**src/rtl/spi_secondary_if.sv**
```systemverilog
// rtl/spi_secondary_if.sv - SPI secondary pins plus host-side word bus; status signals exist only with SPI_SECONDARY_STATUS_EN
interface spi_secondary_if #(
    parameter int DWIDTH = 8
);
    logic              sclk;
    logic              cs;
    logic              mosi;
    logic              miso;
    logic [DWIDTH-1:0] din;
    logic              wr;
    logic [DWIDTH-1:0] dout;
    logic              rd;
    logic              rx_valid;
    logic              busy;
`ifdef SPI_SECONDARY_STATUS_EN
    logic              overrun;
    logic              underrun;
    logic              status_clr;

    modport master (
        output sclk, cs, mosi, din, wr, rd, status_clr,
        input  miso, dout, rx_valid, busy, overrun, underrun
    );
    modport slave (
        input  sclk, cs, mosi, din, wr, rd, status_clr,
        output miso, dout, rx_valid, busy, overrun, underrun
    );
`else
    modport master (
        output sclk, cs, mosi, din, wr, rd,
        input  miso, dout, rx_valid, busy
    );
    modport slave (
        input  sclk, cs, mosi, din, wr, rd,
        output miso, dout, rx_valid, busy
    );
`endif
endinterface

```
**src/rtl/spi_secondary.sv**
```systemverilog
// rtl/spi_secondary.sv - SPI secondary with oversampled pins; optional sticky status via SPI_SECONDARY_STATUS_EN
module spi_secondary #(
    parameter int DWIDTH           = 8,
    parameter bit CPHA_SAMPLE_RISE = 1'b1
) (
    input  logic           clk,
    input  logic           rst_n,
    spi_secondary_if.slave bus
);
    localparam int CW = $clog2(DWIDTH);

    typedef enum logic {IDLE, SHIFT} state_t;

    logic [2:0]        sclk_s;
    logic [2:0]        cs_s;
    logic [1:0]        mosi_s;
    logic [1:0]        fill_cnt;
    logic              cs_armed;

    state_t            state;
    logic [CW-1:0]     bit_cnt;
    logic [DWIDTH-1:0] tx_buf;
    logic [DWIDTH-1:0] tx_sr;
    logic [DWIDTH-1:0] rx_sr;
    logic [DWIDTH-1:0] rx_next;
    logic [DWIDTH-1:0] dout_q;
    logic              miso_q;
    logic              rx_valid_q;
    logic              busy_q;

    logic sclk_rise, sclk_fall, sample_edge, drive_edge;
    logic cs_fall, cs_rise, frame_start, frame_done;

    // A cs low seen straight out of reset must not look like a falling edge,
    // so starts are only accepted once the pipeline has held a genuine high.
    always_ff @(posedge clk or negedge rst_n) begin
        if (!rst_n) begin
            sclk_s   <= 3'b000;
            cs_s     <= 3'b111;
            mosi_s   <= 2'b00;
            fill_cnt <= 2'd0;
            cs_armed <= 1'b0;
        end else begin
            sclk_s <= {sclk_s[1:0], bus.sclk};
            cs_s   <= {cs_s[1:0], bus.cs};
            mosi_s <= {mosi_s[0], bus.mosi};
            if (fill_cnt != 2'd3)
                fill_cnt <= fill_cnt + 2'd1;
            if (fill_cnt == 2'd3 && cs_s[2])
                cs_armed <= 1'b1;
        end
    end

    assign sclk_rise   = sclk_s[1] & ~sclk_s[2];
    assign sclk_fall   = ~sclk_s[1] & sclk_s[2];
    assign sample_edge = CPHA_SAMPLE_RISE ? sclk_rise : sclk_fall;
    assign drive_edge  = CPHA_SAMPLE_RISE ? sclk_fall : sclk_rise;
    assign cs_fall     = ~cs_s[1] & cs_s[2] & cs_armed;
    assign cs_rise     = cs_s[1] & ~cs_s[2];

    assign frame_start = (state == IDLE) && cs_fall;
    assign frame_done  = (state == SHIFT) && !cs_rise && sample_edge &&
                         (bit_cnt == CW'(DWIDTH - 1));
    assign rx_next     = (rx_sr << 1) | {{(DWIDTH-1){1'b0}}, mosi_s[1]};

    always_ff @(posedge clk or negedge rst_n) begin
        if (!rst_n) begin
            state      <= IDLE;
            bit_cnt    <= '0;
            tx_buf     <= '0;
            tx_sr      <= '0;
            rx_sr      <= '0;
            dout_q     <= '0;
            miso_q     <= 1'b0;
            rx_valid_q <= 1'b0;
            busy_q     <= 1'b0;
        end else begin
            if (bus.wr)
                tx_buf <= bus.din;
            if (bus.rd)
                rx_valid_q <= 1'b0;

            case (state)
                IDLE: begin
                    miso_q <= tx_buf[DWIDTH-1];
                    if (frame_start) begin
                        state   <= SHIFT;
                        busy_q  <= 1'b1;
                        tx_sr   <= tx_buf;
                        rx_sr   <= '0;
                        bit_cnt <= '0;
                    end
                end
                SHIFT: begin
                    if (cs_rise) begin
                        state   <= IDLE;
                        busy_q  <= 1'b0;
                        bit_cnt <= '0;
                        miso_q  <= tx_buf[DWIDTH-1];
                    end else if (sample_edge) begin
                        rx_sr <= rx_next;
                        if (frame_done) begin
                            dout_q     <= rx_next;
                            rx_valid_q <= 1'b1;
                            state      <= IDLE;
                            busy_q     <= 1'b0;
                            bit_cnt    <= '0;
                        end else begin
                            bit_cnt <= bit_cnt + 1'b1;
                        end
                    end else if (drive_edge && bit_cnt != '0) begin
                        // bit_cnt == 0 means no sample yet: a leading drive edge is ignored
                        tx_sr  <= tx_sr << 1;
                        miso_q <= tx_sr[DWIDTH-2];
                    end
                end
                default: state <= IDLE;
            endcase
        end
    end

    assign bus.miso     = miso_q;
    assign bus.dout     = dout_q;
    assign bus.rx_valid = rx_valid_q;
    assign bus.busy     = busy_q;

`ifdef SPI_SECONDARY_STATUS_EN
    logic wr_since_start;
    logic overrun_q;
    logic underrun_q;

    always_ff @(posedge clk or negedge rst_n) begin
        if (!rst_n) begin
            wr_since_start <= 1'b0;
            overrun_q      <= 1'b0;
            underrun_q     <= 1'b0;
        end else begin
            if (frame_start)
                wr_since_start <= bus.wr;
            else if (bus.wr)
                wr_since_start <= 1'b1;

            if (bus.status_clr) begin
                overrun_q  <= 1'b0;
                underrun_q <= 1'b0;
            end
            if (frame_done && rx_valid_q)
                overrun_q <= 1'b1;
            if (frame_start && !wr_since_start)
                underrun_q <= 1'b1;
        end
    end

    assign bus.overrun  = overrun_q;
    assign bus.underrun = underrun_q;
`endif
endmodule

```
**src/flat_wrapper.sv**
```systemverilog
// flat-port wrapper written by rule: the top's interface ports become plain ports
module spi_secondary_flat 
#(
    parameter int DWIDTH           = 8,
    parameter bit CPHA_SAMPLE_RISE = 1'b1
)
  (clk, rst_n, bus_sclk, bus_cs, bus_mosi, bus_din, bus_wr, bus_rd, bus_miso, bus_dout, bus_rx_valid, bus_busy);
  spi_secondary_if #(.DWIDTH(DWIDTH)) bus_i ();
  input  logic clk;
  input  logic rst_n;
  input wire logic [$bits(bus_i.sclk)-1:0] bus_sclk;
  input wire logic [$bits(bus_i.cs)-1:0] bus_cs;
  input wire logic [$bits(bus_i.mosi)-1:0] bus_mosi;
  input wire logic [$bits(bus_i.din)-1:0] bus_din;
  input wire logic [$bits(bus_i.wr)-1:0] bus_wr;
  input wire logic [$bits(bus_i.rd)-1:0] bus_rd;
  output wire logic [$bits(bus_i.miso)-1:0] bus_miso;
  output wire logic [$bits(bus_i.dout)-1:0] bus_dout;
  output wire logic [$bits(bus_i.rx_valid)-1:0] bus_rx_valid;
  output wire logic [$bits(bus_i.busy)-1:0] bus_busy;
  assign bus_i.sclk = bus_sclk;
  assign bus_i.cs = bus_cs;
  assign bus_i.mosi = bus_mosi;
  assign bus_i.din = bus_din;
  assign bus_i.wr = bus_wr;
  assign bus_i.rd = bus_rd;
  assign bus_miso = bus_i.miso;
  assign bus_dout = bus_i.dout;
  assign bus_rx_valid = bus_i.rx_valid;
  assign bus_busy = bus_i.busy;
  spi_secondary #(.DWIDTH(DWIDTH), .CPHA_SAMPLE_RISE(CPHA_SAMPLE_RISE)) u_core (.clk(clk), .rst_n(rst_n), .bus(bus_i));
endmodule
```
**config.mk**
```make
export PLATFORM = sky130hd
export DESIGN_NAME = spi_secondary_flat
export DESIGN_NICKNAME = d
export VERILOG_FILES = /design/src/rtl/spi_secondary_if.sv /design/src/rtl/spi_secondary.sv /design/src/flat_wrapper.sv
export SDC_FILE = /design/constraint.sdc
export NUM_CORES = 1
export LEC_CHECK = 0
export BUFFER_PORTS_ARGS = -buffer_cell sky130_fd_sc_hd__buf_2
export CORE_MARGIN = 1.5
export CORE_UTILIZATION = 40
export DETAILED_ROUTE_END_ITERATION = 8
export SLEW_MARGIN = 40
export SYNTH_ARGS = -nofsm -noshare
export SYNTH_HDL_FRONTEND = slang
export SYNTH_SLANG_ARGS = --single-unit
export TNS_END_PERCENT = 10
```
**constraint.sdc**
```tcl
create_clock -name clk -period 2.1 [get_ports clk]
set_input_delay 0.21 -clock clk [delete_from_list [all_inputs] [get_ports clk]]
set_output_delay 0.21 -clock clk [all_outputs]
set_load 0.005 [all_outputs]
```
==> results by group <==
Run status
  – Status: finished clean

Place
  – Inst Count DP: 251
  – IO Port Bufs: 25
  – HPWL after DPL: 2360 um
  – Placer Congestion: 0.896

CTS
  – Root Driver: clkbuf_8
  – Total CTS buffers: 5
  – CTS tree: built
  – Clk_lat worst skew: 0.30 ns
  – Longest Clk Path Bufs: 2
  – H-tree Lvls: 2
  – Clock Pin Slew Worst Setup and Hold Paths: 0.09 ns
  – CTS sink cnt: 48

Finish
  – Post-Layout Cell Count: approximately 260
  – Multi-input logic area: about 700 um2
  – Share of cells above drive strength 1: 0.304
  – Antenna cells: 0
  – Commonest cells after routing, fill and taps aside: dfrtp_1 (45), buf_2 (24), nand2_1 (20)
  – Finished Core Util: 0.493
  – Most common cell after layout, fill and taps aside: dfrtp_1
  – Final net count: 212
  – Fillers: between 400 and 500
  – Layout area overhead: 17.2%
  – Storage cell area: 1200 um2

Worst setup path
  – Crit path max fanout: 16
  – CP endpoint kind: flop
  – Biggest cell delay along the critical path: 0.42 ns
  – Critical path type: flop to flop
  – Critical path cell sequence: ha_1 > ha_1 > and3b_1 > nand3_4 > mux2_2
  – Setup crit start kind: flop
  – WP buf/inv: 0
  – Crit path DAT: ~1.9 ns
  – CP dominant cell by count: ha_1
  – Crit path max-delay family: flip-flops
  – Crit path required time: 2.28 ns
  – Slowest cell on the critical path: dfrtp_1

Synthesis
  – Syn avg cell area: 12.3 um2
  – Most used DFF post-synth: dfrtp_1
  – Post-synth EDFFs: 0
  – Post-Syn Area: 2000 um2
  – Synth async-reset ratio: 1.00
  – Mapped Nets: 181
  – Post-Syn Instances: approximately 160
  – Post-synth cell types: 34
  – Synth warn: 0
  – Post-synthesis register bit count: 48
  – Seq/Total Area, Yosys: 0.603

Drt
  – Post-DRT Antenna Nets: 0
  – Via count: between 1k and 1.5k
  – First drt pass iteration count: 4
  – Starting DRC count in detailed routing: 39
  – Residual DRC: 0
  – WL/cell: approximately 12 um
  – Routed vias/inst: between 4 and 5
  – DRT Wirelength: between 3000 and 4000 um

Power and ir drop
  – Logic pwr share: 0.160
  – Leakage power: ~1.1 nW
  – IR drop worst, VDD: between 0.5 and 0.6 mV
  – PwrDens: 975 nW/um2
  – Total power: 0.00229 W
  – Cell-internal power: around 0.0017 W
  – Seq pwr share: 0.492
  – Switch Pwr: 0.000595 W
  – Clock group share of total power: 0.348
  – Switch share: 0.260

Floorplanning
  – Die area: 5430 um2
  – Die Ht: 73.7 um
  – Initial Util: 0.421
  – Io pins: 26
  – Core area: between 4000 and 5000 um2
  – Rows: 25
  – Die W: between 70 and 80 um

Timing
  – Final hold violation count: 0
  – Final setup viols: 0
  – Hold_ws: ~0.013 ns
  – Setup_tns: 0 ns
  – Tmin final: 1.70 ns
  – Final worst path period share: 0.811
  – RSZ-0062 raised after global routing: false
  – FMAX: 0.587 GHz
  – Clock skew: roughly 0.010 ns
  – Tightest Pin Transition: between 0.4 and 0.5 ns
  – Slew margin rel.: 0.688
  – Max Slew Vio Count: 0

Global route
  – Gr usage total: 0.139
  – Largest net degree at the start of global routing: 36
  – First-pass GRT wire length: approximately 5800 um
  – Initial antenna violation count: 0
  – Vias in the first global route: 1296
  – Grt ovf: 0

Min path
  – HP Class: input port to flop

Flow run
  – Max-Cap Viols: 0
[worst paths after layout]
kind	start	cells after the start	endpoint	slack, ns
setup / recovery	u_core.bit_cnt[0]$_DFFE_PN0P_	5	u_core.bus.dout[7]$_DFFE_PN0P_	0.40
hold / removal	bus_mosi	1	u_core.mosi_s[0]$_DFF_PN0_	0.01
setup reg to reg	u_core.bit_cnt[0]$_DFFE_PN0P_	5	u_core.bus.dout[7]$_DFFE_PN0P_	0.40
hold reg to reg	u_core.mosi_s[0]$_DFF_PN0_	0	u_core.mosi_s[1]$_DFF_PN0_	0.35
max in group asynchronous	rst_n	3	u_core.mosi_s[0]$_DFF_PN0_	1.23
min in group asynchronous	rst_n	2	u_core.rx_sr[6]$_DFFE_PN0P_	0.39
[final cells by class]
type / instances / share of cell area
repair buffers: 30 / 0.0726
flip-flops and latches: 48 / 0.514
multi-input cells: 96 / 0.300
inverters: 12 / 0.0192
clock buffers: 5 / 0.0294
well taps: 67 / 0.0358
clock inverters: 3 / 0.0294
[synth_stat cells, types with 3 or more instances]
library cell / n / area, um2
o21ai_1: 4 / 20.0
o21ai_2: 3 / 26.3
nand3_1: 8 / 40.0
buf_6: 3 / 33.8
nand2_1: 20 / 75.1
ha_1: 4 / 50.1
inv_1: 12 / 45.0
dfstp_2: 3 / 78.8
dfrtp_1: 45 / 1130
mux2i_1: 8 / 80.1
mux2_2: 9 / 101
o21ai_0: 17 / 85.1
[stage by stage]
stage	worst slack, ns	area [um2]
final	0.397	2340
after global routing	0.283	2340
after CTS	0.390	2330
after detailed placement	0.415	2180
after global placement	0.483	2180
after floorplan	0.580	2000
[per-layer routing]
metal,global-route usage,share of wire,vias up
met4,0.0514,0.0084,0
met5,0,0,-
met1,0.167,0.45,591
li1,-,-,607
met2,0.242,0.51,30
met3,0.0329,0.039,4
[power by group through the flow]
stage | registers (W) | logic, W | clock network [W]
2_1_floorplan | 0.00112 | 0.000285 | 0
3_3_place_gp | 0.00113 | 0.000347 | 0
3_5_place_dp | 0.00114 | 0.000371 | 0
4_1_cts | 0.00113 | 0.000373 | 0.000811
5_1_grt | 0.00114 | 0.000426 | 0.000844
6_report | 0.00112 | 0.000365 | 0.000795
[cell families (layout without fill, tap and decap cells)]
| logic type | Yosys count | in the layout | share of synthesized area |
|---|---|---|---|
| flops | 48 | 48 | 0.603 |
| simple gates | 42 | 42 | 0.123 |
| compound gates | 31 | 31 | 0.100 |
| mux | 18 | 18 | 0.0982 |
| buf+inv | 18 | 50 | 0.0463 |
| fa+ha+maj | 4 | 4 | 0.0250 |
| xor+xnor | 1 | 1 | 0.00438 |
[flip-flops by register name (all words and copies together) (netlist names), 2 cells and up]
name	cells
u_core.bus.dout	8
u_core.tx_buf	8
u_core.rx_sr	7
u_core.tx_sr	7
u_core.bit_cnt	3
u_core.cs_s	3
u_core.sclk_s	3
u_core.fill_cnt	2
u_core.mosi_s	2
[timing repair]
item	CTS	global route
endpoints found under the hold margin	6	1
hold buffers	1	1
setup endpoints to repair	0	0
gates resized for setup	0	0
buffers inserted	0	0
(Power assumes the default switching activity.)
